## src/rtl/sha1_nonce_driver.sv

```systemverilog
// Nonce search initiator for the sha1 core: streams {nonce, TAIL} blocks, captures each digest
// and compares its top MATCH_BITS against iTarget until a match, the last nonce, or iStop.
//
// state   | meaning
// IDLE    | no search running
// LOAD    | driving block word idx_q to the core
// WAIT    | block sent, waiting for a fresh ready from the core
// CHECK   | compare captured digest prefix, then advance nonce or finish
// DONE    | search finished, result held for the host
module sha1_nonce_driver #(
    parameter int WORD_SIZE   = 32,
    parameter int TOTAL_WORDS = 16,
    parameter int MATCH_BITS  = 24,
    parameter logic [(TOTAL_WORDS-1)*WORD_SIZE-1:0] TAIL =
        480'h4348414C_4C454E47_452D3230_32342D30_312D5348_41312D4E_4F4E4345_2D534541_52434821_21212121_21212121_80000000_00000000_00000000_00000180
) (
    input  logic                 iClk,
    input  logic                 reset,
    input  logic                 iStart,
    input  logic                 iStop,
    input  logic [WORD_SIZE-1:0] iNonceBase,
    input  logic [WORD_SIZE-1:0] iNonceLast,
    input  logic [159:0]         iTarget,
    output logic [WORD_SIZE-1:0] oDat,
    output logic                 oInitial,
    output logic                 oValid,
    input  logic [159:0]         iDigest,
    input  logic                 iReady,
    output logic                 oBusy,
    output logic                 oDone,
    output logic                 oFound,
    output logic [WORD_SIZE-1:0] oNonce,
    output logic [159:0]         oDigest
);

    localparam int IDX_W = $clog2(TOTAL_WORDS);
    localparam logic [IDX_W-1:0] LAST_IDX = IDX_W'(TOTAL_WORDS - 1);

    localparam logic [2:0] S_IDLE  = 3'd0;
    localparam logic [2:0] S_LOAD  = 3'd1;
    localparam logic [2:0] S_WAIT  = 3'd2;
    localparam logic [2:0] S_CHECK = 3'd3;
    localparam logic [2:0] S_DONE  = 3'd4;

    logic [2:0]                       state_q, state_d;
    logic [IDX_W-1:0]                 idx_q, idx_d;
    logic [WORD_SIZE-1:0]             nonce_q, nonce_d;
    logic                             seen_low_q, seen_low_d;
    logic                             found_q, found_d;
    logic [WORD_SIZE-1:0]             nonce_out_q, nonce_out_d;
    logic [159:0]                     digest_q, digest_d;
    logic [WORD_SIZE-1:0]             dat_q, dat_d;
    logic                             initial_q, initial_d;
    logic                             valid_q, valid_d;
    logic                             busy_q, busy_d;
    logic                             done_q, done_d;
    logic                             match;
    logic [TOTAL_WORDS*WORD_SIZE-1:0] block;

    assign match = digest_q[159 -: MATCH_BITS] == iTarget[159 -: MATCH_BITS];

    always_comb begin
        state_d     = state_q;
        idx_d       = idx_q;
        nonce_d     = nonce_q;
        found_d     = found_q;
        nonce_out_d = nonce_out_q;
        digest_d    = digest_q;
        seen_low_d  = seen_low_q | ~iReady;

        if (iStop) begin
            state_d = S_IDLE;
            found_d = 1'b0;
        end else begin
            case (state_q)
                S_IDLE, S_DONE: begin
                    if (iStart) begin
                        state_d = S_LOAD;
                        nonce_d = iNonceBase;
                        idx_d   = '0;
                        found_d = 1'b0;
                    end
                end
                S_LOAD: begin
                    if (idx_q == LAST_IDX) begin
                        state_d = S_WAIT;
                    end else begin
                        idx_d = idx_q + IDX_W'(1);
                    end
                end
                S_WAIT: begin
                    // a ready still high from the previous block must first drop
                    if (iReady && seen_low_q) begin
                        digest_d    = iDigest;
                        nonce_out_d = nonce_q;
                        state_d     = S_CHECK;
                    end
                end
                S_CHECK: begin
                    if (match) begin
                        found_d = 1'b1;
                        state_d = S_DONE;
                    end else if (nonce_q == iNonceLast) begin
                        found_d = 1'b0;
                        state_d = S_DONE;
                    end else begin
                        nonce_d = nonce_q + WORD_SIZE'(1);
                        idx_d   = '0;
                        state_d = S_LOAD;
                    end
                end
                default: state_d = S_IDLE;
            endcase
        end

        if (state_d == S_LOAD && state_q != S_LOAD) begin
            seen_low_d = 1'b0;
        end
    end

    // Outputs are registered from the next state so they line up with state_q.
    assign block = {nonce_d, TAIL};

    always_comb begin
        dat_d = '0;
        if (state_d == S_LOAD) begin
            for (int j = 0; j < TOTAL_WORDS; j++) begin
                if (idx_d == IDX_W'(j)) begin
                    dat_d = block[(TOTAL_WORDS-1-j)*WORD_SIZE +: WORD_SIZE];
                end
            end
        end
        valid_d   = state_d == S_LOAD;
        initial_d = (state_d == S_LOAD) && (idx_d == '0);
        busy_d    = (state_d == S_LOAD) || (state_d == S_WAIT) || (state_d == S_CHECK);
        done_d    = state_d == S_DONE;
    end

    always_ff @(posedge iClk or posedge reset) begin
        if (reset) begin
            state_q     <= S_IDLE;
            idx_q       <= '0;
            nonce_q     <= '0;
            seen_low_q  <= 1'b0;
            found_q     <= 1'b0;
            nonce_out_q <= '0;
            digest_q    <= '0;
            dat_q       <= '0;
            initial_q   <= 1'b0;
            valid_q     <= 1'b0;
            busy_q      <= 1'b0;
            done_q      <= 1'b0;
        end else begin
            state_q     <= state_d;
            idx_q       <= idx_d;
            nonce_q     <= nonce_d;
            seen_low_q  <= seen_low_d;
            found_q     <= found_d;
            nonce_out_q <= nonce_out_d;
            digest_q    <= digest_d;
            dat_q       <= dat_d;
            initial_q   <= initial_d;
            valid_q     <= valid_d;
            busy_q      <= busy_d;
            done_q      <= done_d;
        end
    end

    assign oDat     = dat_q;
    assign oInitial = initial_q;
    assign oValid   = valid_q;
    assign oBusy    = busy_q;
    assign oDone    = done_q;
    assign oFound   = found_q;
    assign oNonce   = nonce_out_q;
    assign oDigest  = digest_q;

    generate
        if (MATCH_BITS < 160) begin : g_unused_target
            logic unused_target;
            assign unused_target = ^iTarget[159-MATCH_BITS:0];
        end
    endgenerate

endmodule
```

## config.mk

```make
export PLATFORM = sky130hd
export DESIGN_NAME = sha1_nonce_driver
export DESIGN_NICKNAME = d
export VERILOG_FILES = /design/src/rtl/sha1_nonce_driver.sv
export SDC_FILE = /design/constraint.sdc
export NUM_CORES = 1
export LEC_CHECK = 0
export BUFFER_PORTS_ARGS = -buffer_cell sky130_fd_sc_hd__buf_2
export CAP_MARGIN = 30
export CORE_AREA = 3 3 237 239
export DETAILED_ROUTE_END_ITERATION = 12
export DIE_AREA = 0 0 240 242
export GPL_TIMING_DRIVEN = 1
export RECOVER_POWER = 50
export SETUP_SLACK_MARGIN = 0.2
export SYNTH_ARGS = -nofsm -noshare
export SYNTH_HDL_FRONTEND = slang
export SYNTH_SLANG_ARGS = --single-unit
export TNS_END_PERCENT = 10
```

## constraint.sdc

```tcl
create_clock -name iClk -period 15.2 [get_ports iClk]
set_input_delay 3.04 -clock iClk [delete_from_list [all_inputs] [get_ports iClk]]
set_output_delay 3.04 -clock iClk [all_outputs]
set_load 0.01 [all_outputs]
```

==> results of run 1 <==
registers in the layout, summed over array words and instances (netlist names):
signal / count
idx_q: 4
nonce_q: 32
oBusy: 1
oDat: 32
oDigest: 160
oDone: 1
oFound: 1
oInitial: 1
oNonce: 32
oValid: 1
seen_low_q: 1
state_q: 3
power breakdown:
group	internal [mW]	switching, mW	total, mW
combinational	0.118	0.194	0.312
clock	0.424	0.312	0.736
sequential	0.763	0.0729	0.836
total	1.31	0.579	1.88
worst max path at each step:
stage            startpoint                  endpoint  cells past startpoint
5_1_grt               iStop   oDigest[44]$_DFFE_PP0P_                      5
3_3_place_gp   iTarget[150]        oDat[12]$_DFF_PP0_                     10
6_report              iStop  oDigest[118]$_DFFE_PP0P_                      5
3_5_place_dp   iTarget[150]        oDat[12]$_DFF_PP0_                     10
2_1_floorplan         reset        idx_q[0]$_DFF_PP0_                      1
4_1_cts        iTarget[150]        oDat[12]$_DFF_PP0_                     10
placed cells by master (no fill, tap or decap), drive strengths merged, types with 17 or more instances in the layout:
cell type and count:
buf 403, dfrtp 269, mux2 188, clkbuf 136, nand2 70, xor2 54, a21oi 41, nor2 39
nand3 31, o21ai 29, nor3 25, nor4 20, inv 17
cell usage after synthesis, drive strengths merged, types with 3 or more instances:
library cell	instances
o311ai	11
o31a	5
nand2	70
nor2	39
o221ai	3
mux2i	11
nor4b	3
nor4	20
dfrtp	269
xnor2	3
o21ai	29
inv	16
nor3	25
nand4	16
a311o	3
a211oi	4
mux2	188
nor3b	4
a21o	5
a31oi	15
a32oi	3
or4	3
o211ai	9
nor2b	9
a221oi	4
o31ai	7
and3	6
a21oi	41
and2	11
nand3	31
clkbuf	42
or3	6
o22ai	4
xor2	54
buf	31
and4	9
or2	8
a2bb2oi	4
worst max-delay path: stages:
cell and delay (ps):
clkbuf_1 730, or3_1 950, buf_4 690, buf_4 810, mux2_2 420
kinds of logic after synthesis:
kind of cell               after synthesis
buffers and inverters                   89
DFF                                    269
and+or+nand+nor                        265
muxes                                  199
adders and majority gates                2
AOI/OAI and AO/OA                      176
xor gates and xnor gates                57
metal layers:
| layer | vias to the layer above | global-route usage (%) | routed length (um) | share of wire (%) |
|---|---|---|---|---|
| met5 | - | 0 | 47 | 0.087 |
| li1 | 4779 | - | - | - |
| met3 | 90 | 5.351 | 5365 | 9.9 |
| met1 | 5359 | 23.08 | 21820 | 40 |
| met4 | 6 | 5.516 | 1844 | 3.4 |
| met2 | 607 | 29.50 | 25160 | 46 |
layout make-up:
class | instances | area share, %
flip-flops and latches | 269 | 40.79
multi-input cells | 699 | 32.69
repair buffers | 496 | 14.76
well taps | 696 | 5.278
clock buffers | 43 | 5.156
clock inverters | 14 | 0.8265
inverters | 16 | 0.3716
diodes | 8 | 0.1213
==> flow_summary_export.csv, run 1 <==
group,metric,value,unit
cells_and_area,filler_cell_count,5640,
sta,finalSetupViolations,0,
critical_path,reg2reg_setup_slack,11180,ps
critical_path,critical_path_peak_fanout,73,
critical_path,cp_data_arrival_time,6800,ps
cts,clk_pin_slew,60,ps
grt,grt_remaining_overflow,0,
synth,netlist-cell-type-count,75,
synth,ys_warns,0,
placement,gp_congestion,0.9308,
pwr,p_total,1.885,mW
cts,tritoncts,"done",
placement,dpl.cell_count,2175,
synth,post_synth_instance_area,0.01251,mm^2
status,run_status,"finished clean",
pwr,ir_drop_worst_case_vdd,0.00007993,V
placement,dp_hpwl,42.86,mm
cts,buffer_cell_driving_the_clock_tree_root,"clkbuf_16",
sta,final.setup.worst_slack,8874,ps
drt,drc_errors,0,
sta,slew_headroom,27.67,%
synth,synthAdderAreaFrac,0.2001,%
synth,syn-num-nets,1448,
sta,finalCritPeriodShare,41.62,%
cts,cts_num_sinks,269,
synth,post_synth_and_or_nand_nor_area_fraction,11.05,%
cells_and_area,area_growth,31.95,%
floorplan,dieHeight,242,um
sta,timing_worst_slew_pin_value,1085,ps
synth,number_of_cells_produced_by_synthesis,1057,
synth,synth-compound-area-share,10.07,%
synth,synth_largest_type_area_fraction,53.83,%
sta,timing.setup.tns,0,ps
cts,clock_insertion_delay_worst_skew,590,ps
floorplan,die_area,0.05808,mm^2
critical_path,worst_case_reg_to_reg_path_depth,9,
sta,grt_setup_unrepaired,"false",
critical_path,crit-reg2reg-launch,"oDigest[142]$_DFFE_PP0P_",
synth,synth_sequential_area_ratio,53.83,%
cts,post_cts_hold_buffer_count,0,
hold_path,worst_hold_path.num_cells,2,
drt,detail_route.vias_per_cell,4.838,
synth,postSynth.topFlopCell,"dfrtp_1",
job,max-cap-violations,0,
cells_and_area,final_core_utilization,30.54,%
cts,tritoncts_buffers,31,
synth,leading_area_contributor_after_synthesis,"dfrtp_1",
sta,finalMaxSlewViolations,0,
placement,worst_setup_slack_after_placement,8568,ps
grt,grt_antenna_before_repair,19,
synth,synthesis.area_per_instance,11.83,um^2
sta,clock.fmax,0.1581,GHz
cts,clock_path_buffers,3,
grt,grt_start_max_net_pins,139,
sta,worst_clock_skew,29.36,ps
floorplan,pin_count,618,
pwr,power_density,114.2,mW/mm^2
cells_and_area,share_of_post_route_cells_with_drive_strength_above_1,43.20,%
cts,cts.repair_timing.setup_buffer_count,0,
sta,period_minus_slack,6326,ps
drt,routed-via-count,10841,
critical_path,start_kind,"input port",
synth,ys_async_sr_fraction,100.0,%
grt,grt_use_total,18.09,%
cells_and_area,layout.nets,1904,
grt,grt_first_pass_wirelength,77.71,mm
pwr,cellLeakagePower,8.397,nW
hold_path,holdCritPathClass,"flop to flop",
floorplan,die_w,240,um
synth,synth_xor_area_share,3.992,%
hold_path,worst_hold_endpoint,"oNonce[19]$_DFFE_PP0P_",
cells_and_area,finish.instance_area,0.01650,mm^2
drt,detail_route.wirelength,54.23,mm
drt,drt_iter0_drc,947,
critical_path,required,15670,ps
floorplan,placementRows,85,
placement,placed_cell_area,0.01559,mm^2
drt,detailedRoute.firstPassIterationCount,7,
floorplan,initial_utilization,23.15,%
cts,clock_tree.htree_level_count,1,
cells_and_area,seq_area,0.006731,mm^2
grt,grt_pass1_vias,11200,
drt,detail_route.wl_per_cell,24.20,um
synth,synth.area.mux_share,17.81,%
placement,number_of_buffers_inserted_by_port_buffering,481,
synth,synth_edf_count,0,
floorplan,core,0.05403,mm^2
hold_path,hold_start,"oNonce[19]$_DFFE_PP0P_",
critical_path,criticalPathCategory,"input port to flop",
synth,synth.top_cells.by_area,"dfrtp_1 (54%), mux2_2 (17%), xor2_1 (3.8%)",
drt,route.antenna.remaining_nets,0,
synth,largest_family_of_logic_cells_by_synthesized_area,"multiplexers",
sta,fin_worst_hold_slack,481.0,ps
critical_path,worstSetupEndpointType,"flop",
synth,synth_seq_cells,269,
cts,number_of_instances_resized_during_post_cts_repair,0,
cells_and_area,finish.cell_count_without_fillers,2241,
cells_and_area,multi_input_area,0.005394,mm^2
critical_path,reg2reg_to,"oDat[12]$_DFF_PP0_",
sta,finalHoldViolCount,0,
Note: power is estimated with default switching activity, not from simulation.
==> inputs of run 2 (changes only) <==
--- a/config.mk
+++ b/config.mk
@@ -7,9 +7,9 @@
 export LEC_CHECK = 0
 export BUFFER_PORTS_ARGS = -buffer_cell sky130_fd_sc_hd__buf_2
 export CAP_MARGIN = 30
-export CORE_AREA = 3 3 237 239
+export CORE_AREA = 3 3 236 238
 export DETAILED_ROUTE_END_ITERATION = 12
-export DIE_AREA = 0 0 240 242
+export DIE_AREA = 0 0 239 241
 export GPL_TIMING_DRIVEN = 1
 export RECOVER_POWER = 50
 export SETUP_SLACK_MARGIN = 0.2
==> constraint.sdc (replaced) <==
create_clock -name iClk -period 5.6 [get_ports iClk]
set_input_delay 1.12 -clock iClk [delete_from_list [all_inputs] [get_ports iClk]]
set_output_delay 1.12 -clock iClk [all_outputs]
set_load 0.01 [all_outputs]
==> flow_summary_export.csv, run 2 (synthesized netlist as in run 1, its figures left out) <==
group,metric,value,unit
pwr,power_density,321.1,mW/mm^2
placement,dp_hpwl,35.79,mm
cts,post_cts_hold_buffer_count,0,
placement,dpl.cell_count,2183,
pwr,power.switching,1.597,mW
drt,routed.top_layer,"met5",
pwr,comb_power_share,16.1,%
cts,buffer_cell_driving_the_clock_tree_root,"clkbuf_16",
floorplan,die_area,0.05760,mm^2
drt,wirelength_met1,17.35,mm
hold_path,holdCritPathClass,"flop to flop",
placement,gp_congestion,0.9345,
drt,detail_route.wl_per_cell,20.80,um
drt,routed-via-count,10696,
grt,grt_antenna_before_repair,2,
placement,number_of_buffers_inserted_by_port_buffering,481,
sta,finalCritPeriodShare,73.70,%
cells_and_area,num_antenna_cells,0,
grt,grt_pass1_vias,11074,
critical_path,worstSetupEndpointType,"flop",
pwr,netSwitchingFraction,29.88,%
cts,tritoncts,"done",
status,run_status,"finished, violations left",
cts,number_of_instances_resized_during_post_cts_repair,0,
drt,dr_wl_met3,4.502,mm
cts,cts.repair_timing.setup_buffer_count,0,
cts,clock_insertion_delay_worst_skew,540,ps
cells_and_area,largest_register_ffs,160,
cells_and_area,most-common-layout-cells,"buf_2 (372), dfrtp_1 (269), mux2_2 (188), clkbuf_1 (118), nand2_1 (70)",
grt,grt_use_total,15.50,%
drt,drt_iter0_drc,798,
cts,tritoncts_buffers,34,
drt,route.antenna.remaining_nets,0,
drt,met2WireLength,23.08,mm
sta,slew_headroom,-81.08,%
floorplan,die_w,239,um
sta,fin_worst_hold_slack,474.8,ps
cells_and_area,share_of_post_route_cells_with_drive_strength_above_1,42.51,%
cells_and_area,layout.cells.most_common,"buf_2",
floorplan,pin_count,618,
critical_path,start_kind,"input port",
sta,period_minus_slack,4127,ps
sta,finalMaxSlewViolations,194,
pwr,p_int,3.748,mW
pwr,cellLeakagePower,8.421,nW
grt,grt_remaining_overflow,0,
sta,finalSetupViolations,0,
floorplan,dieHeight,241,um
drt,detail_route.wirelength,46.68,mm
sta,timing_worst_slew_pin_value,2716,ps
sta,finalHoldViolCount,0,
drt,drc_errors,0,
floorplan,core,0.05381,mm^2
critical_path,cp_data_arrival_time,4530,ps
pwr,p_total,5.345,mW
grt,grt_start_max_net_pins,113,
drt,detail_route.vias_per_cell,4.766,
sta,grt_setup_unrepaired,"false",
critical_path,critical_path_peak_fanout,55,
pwr,ir_drop_worst_case_vdd,0.0001829,V
cts,cts_num_sinks,269,
sta,timing.setup.tns,0,ps
cts,clock_tree.htree_level_count,2,
job,max-cap-violations,3,
drt,detailedRoute.firstPassIterationCount,5,
critical_path,criticalPathCategory,"input port to flop",
critical_path,required,6010,ps
sta,worst_clock_skew,18.46,ps
cts,clock_path_buffers,3,
cts,clk_pin_slew,60,ps
grt,grt_first_pass_wirelength,67.66,mm
cells_and_area,layout.nets,1914,
cells_and_area,finish.cell_count_without_fillers,2244,
status,failed_checks,"capacitance limit, slew limit",
sta,clock.fmax,0.2423,GHz
floorplan,initial_utilization,23.24,%
pwr,seq_power_share,42.2,%
cells_and_area,area_growth,33.12,%
floorplan,placementRows,85,
pwr,pwr-share-clk,41.8,%
[run 2: cell types whose count changed in the layout (fill, tap and decap cells not counted), sizes merged]
cell | previous run | this run
clkbuf | 136 | 155
diode | 8 | 0
bufinv | 2 | 4
inv | 17 | 18
buf | 403 | 392
[run 2: path summary, 6_finish.rpt]
kind / start / end / slack [ps] / cells after the start
setup / recovery: iStop / oNonce[26]$_DFFE_PP0P_ / 1470 / 4
hold / removal: oNonce[19]$_DFFE_PP0P_ / oNonce[19]$_DFFE_PP0P_ / 470 / 2
setup reg to reg: state_q[1]$_DFF_PP0_ / oNonce[26]$_DFFE_PP0P_ / 1700 / 5
hold reg to reg: oNonce[19]$_DFFE_PP0P_ / oNonce[19]$_DFFE_PP0P_ / 470 / 2
max in group asynchronous: reset / oDigest[156]$_DFFE_PP0P_ / 1490 / 3
min in group asynchronous: reset / oDigest[37]$_DFFE_PP0P_ / 950 / 2
[run 2: power groups by stage]
| stage | clock (mW) | combinational, mW | sequential, mW |
|---|---|---|---|
| 6_report | 2.23 | 0.858 | 2.25 |
| 5_1_grt | 2.38 | 0.937 | 2.27 |
| 3_3_place_gp | 0 | 0.853 | 2.28 |
| 3_5_place_dp | 0 | 0.863 | 2.28 |
| 2_1_floorplan | 0 | 0.491 | 2.22 |
| 4_1_cts | 2.31 | 0.867 | 2.25 |
[run 2: routing by layer]
metal / vias up / global-route usage [%]
li1: 4788 / -
met1: 5201 / 17.68
met2: 595 / 27.12
met3: 110 / 5.165
met4: 2 / 5.681
met5: - / 0
[run 2: stage by stage]
stage	cell area, um^2	util (%)	setup slack (ps)
floorplan	12510	-	926.5
global route	16650	30.93	837.4
detailed placement	15690	29.15	1119
CTS	16810	31.24	1691
global placement	15680	29.13	1202
finish	16650	30.93	1473
[run 2: worst max-delay path: stages]
cell	delay (ps)
buf_2	370
or3_1	2030
buf_4	600
mux2_2	380
[run 2: layout make-up]
type                    instances  area [um^2]
fillers                      5606        37170
multi-input cells             699         5391
inverters                      16        61.31
flip-flops and latches        269         6731
clock buffers                  44        908.4
clock inverters                17        216.5
well taps                     696        870.8
repair buffers                503         2467
==> inputs of run 3 (changes only) <==
--- a/config.mk
+++ b/config.mk
@@ -5,11 +5,12 @@
 export SDC_FILE = /design/constraint.sdc
 export NUM_CORES = 1
 export LEC_CHECK = 0
+export ABC_AREA = 1
 export BUFFER_PORTS_ARGS = -buffer_cell sky130_fd_sc_hd__buf_2
 export CAP_MARGIN = 30
-export CORE_AREA = 3 3 236 238
+export CORE_AREA = 3 3 242 244
 export DETAILED_ROUTE_END_ITERATION = 12
-export DIE_AREA = 0 0 239 241
+export DIE_AREA = 0 0 245 247
 export GPL_TIMING_DRIVEN = 1
 export RECOVER_POWER = 50
 export SETUP_SLACK_MARGIN = 0.2
==> constraint.sdc (replaced) <==
create_clock -name iClk -period 3.4 [get_ports iClk]
set_input_delay 0.68 -clock iClk [delete_from_list [all_inputs] [get_ports iClk]]
set_output_delay 0.68 -clock iClk [all_outputs]
set_load 0.01 [all_outputs]
==> flow_summary_export.csv, run 3 <==
group,metric,value,unit
cells_and_area,filler_cell_count,6104,
drt,detailedRoute.firstPassIterationCount,5,
synth,synthesis.area_per_instance,7.895,um^2
cts,clock_path_buffers,3,
synth,synth.top_cells.by_area,"dfrtp_1 (50%), nand2_1 (17%), nand3_1 (7.9%)",
grt,grt_use_total,17.07,%
cts,post_cts_hold_buffer_count,0,
synth,yosys.cell_count.top_type,"nand2_1",
floorplan,initial_utilization,23.76,%
synth,netlist-cell-type-count,44,
drt,routed-via-count,13387,
sta,worst_clock_skew,15.44,ps
critical_path,start_kind,"flop",
cells_and_area,share_of_post_route_cells_with_drive_strength_above_1,24.97,%
pwr,power_density,482.5,mW/mm^2
drt,detail_route.wl_per_cell,18.18,um
synth,syn-num-nets,2091,
critical_path,required,3860,ps
drt,drc_errors,0,
floorplan,die_w,245,um
cells_and_area,seq_area,0.006731,mm^2
cells_and_area,area_growth,34.46,%
cells_and_area,largest_register_ffs,160,
synth,leading_area_contributor_after_synthesis,"dfrtp_1",
cts,cts_num_sinks,269,
floorplan,dieHeight,247,um
placement,dp_hpwl,41.82,mm
synth,synth_edf_count,0,
synth,synth_largest_type_area_fraction,50.15,%
synth,netlist_top_cells_count,"nand2_1 (608), dfrtp_1 (269), nand3_1 (212)",
floorplan,core,0.05650,mm^2
cells_and_area,layout.cells.most_common,"nand2_1",
sta,grt_setup_unrepaired,"false",
critical_path,crit-reg2reg-launch,"nonce_q[19]$_DFF_PP0_",
cts,tritoncts_buffers,31,
pwr,cellLeakagePower,9.786,nW
sta,finalHoldViolCount,0,
synth,synth_sequential_area_ratio,50.15,%
cts,clk_pin_slew,60,ps
synth,ys_warns,0,
placement,gp_congestion,0.9524,
pwr,ir_drop_worst_case_vdd,0.0003026,V
critical_path,critical_path_peak_fanout,6,
critical_path,criticalPathCategory,"flop to flop",
cts,tritoncts,"done",
floorplan,placementRows,87,
sta,period_minus_slack,2754,ps
sta,slew_headroom,-44.21,%
critical_path,reg2reg_setup_slack,650,ps
critical_path,reg2reg_to,"oDat[3]$_DFF_PP0_",
cts,buffer_cell_driving_the_clock_tree_root,"clkbuf_16",
status,failed_checks,"capacitance limit, slew limit",
hold_path,holdCritPathClass,"input port to async pin",
synth,ys_async_sr_fraction,100.0,%
sta,finalSetupViolations,0,
cts,clock_insertion_delay_worst_skew,580,ps
synth,post_synth_instance_area,0.01342,mm^2
drt,drt_iter0_drc,909,
sta,clock.fmax,0.3631,GHz
grt,grt_antenna_before_repair,6,
synth,synth_seq_cells,269,
cts,cts.repair_timing.setup_buffer_count,0,
cells_and_area,layout.nets,2592,
grt,grt_first_pass_wirelength,79.61,mm
sta,timing_worst_slew_pin_value,2163,ps
drt,route.antenna.remaining_nets,0,
drt,detail_route.vias_per_cell,4.491,
grt,grt_start_max_net_pins,82,
critical_path,worstSetupEndpointType,"flop",
cts,clock_tree.htree_level_count,1,
floorplan,pin_count,618,
drt,detail_route.wirelength,54.19,mm
placement,number_of_buffers_inserted_by_port_buffering,481,
sta,finalMaxSlewViolations,184,
synth,number_of_cells_produced_by_synthesis,1700,
cells_and_area,most-common-layout-cells,"nand2_1 (607), buf_2 (367), dfrtp_1 (269), nand3_1 (212), clkbuf_1 (119)",
job,max-cap-violations,3,
cells_and_area,multi_input_area,0.005837,mm^2
critical_path,worst_case_reg_to_reg_path_depth,17,
grt,grt_pass1_vias,12739,
status,run_status,"finished, violations left",
critical_path,cp_data_arrival_time,3210,ps
sta,finalCritPeriodShare,80.99,%
synth,postSynth.topFlopCell,"dfrtp_1",
sta,timing.setup.tns,0,ps
grt,grt_remaining_overflow,0,
cells_and_area,final_core_utilization,31.94,%
floorplan,die_area,0.06052,mm^2
run 3: per-stage QoR:
stage	power, mW	setup slack (ps)	cells	instance area [um^2]	hold slack (ps)
after floorplan	4.363	-833.5	1700	13430	470.8
after CTS	8.850	545.3	2979	18220	23.43
after detailed placement	5.046	345.3	2924	17100	452.7
after global routing	9.129	258.2	2979	18040	73.50
after global placement	5.060	328.3	2924	17100	449.2
final	8.707	646.2	2981	18050	84.71
run 3: cell families (layout without fill, tap and decap cells):
group | after synthesis | count (layout) | share of synthesized area [%]
buffers and inverters | 205 | 728 | 6.488
and+or+nand+nor | 1005 | 1005 | 32.31
DFF | 269 | 269 | 50.15
adders and majority gates | 2 | 2 | 0.1864
other | 0 | 2 | 0
AOI/OAI and AO/OA | 160 | 160 | 7.010
xor gates and xnor gates | 59 | 59 | 3.850
run 3: how the worst max path moves through the flow:
stage / endpoint / slack [ps] / cells past startpoint / start
after floorplan: idx_q[0]$_DFF_PP0_ / -830 / 1 / reset
after detailed placement: oDat[3]$_DFF_PP0_ / 350 / 16 / iTarget[158]
after CTS: oDat[28]$_DFF_PP0_ / 550 / 17 / nonce_q[0]$_DFF_PP0_
after global placement: oDat[3]$_DFF_PP0_ / 330 / 16 / iTarget[158]
final: oDat[3]$_DFF_PP0_ / 650 / 17 / nonce_q[19]$_DFF_PP0_
after global routing: oDigest[147]$_DFFE_PP0P_ / 260 / 4 / reset
run 3: worst max-delay path, cell delays in order, from the launching register on:
cell	delay, ps
dfrtp_1	510
inv_2	200
nand2_1	70
nand2_1	50
nand2_1	50
nor2_1	120
nand2_1	90
nor2_2	240
nand2_4	90
nand2_4	110
nand2_4	90
nand2_4	120
nand2_4	70
nand2_8	90
nand2_4	80
inv_2	90
nand3_1	190
a31oi_1	360
run 3: repair_timing:
action,4_1_cts,5_1_grt
gates resized for setup,0,1
hold endpoints to repair,0,0
setup endpoints to repair,0,1
run 3: final cells by class:
| type | instances | share of cell area (%) |
|---|---|---|
| clock buffer | 40 | 4.708 |
| antenna | 2 | 0.02773 |
| inverter | 116 | 2.475 |
| timing repair buffer | 557 | 16.38 |
| tap | 756 | 5.242 |
| multi-input combinational | 1226 | 32.34 |
| sequential | 269 | 37.30 |
| clock inverter | 15 | 1.525 |
run 3: where the power goes:
part           total, mW  switching (mW)  internal (mW)
registers           3.52           0.189           3.33
clock network       3.71            1.42           2.29
logic               1.47           0.944          0.529
total               8.71            2.55           6.15
run 3: metal layers:
metal	global-route usage, %	share of wire (%)	vias to the layer above
met3	3.090	7.5	89
met1	22.12	42	6256
met5	0	0.070	-
li1	-	-	6473
met4	5.505	3.1	6
met2	28.88	47	563
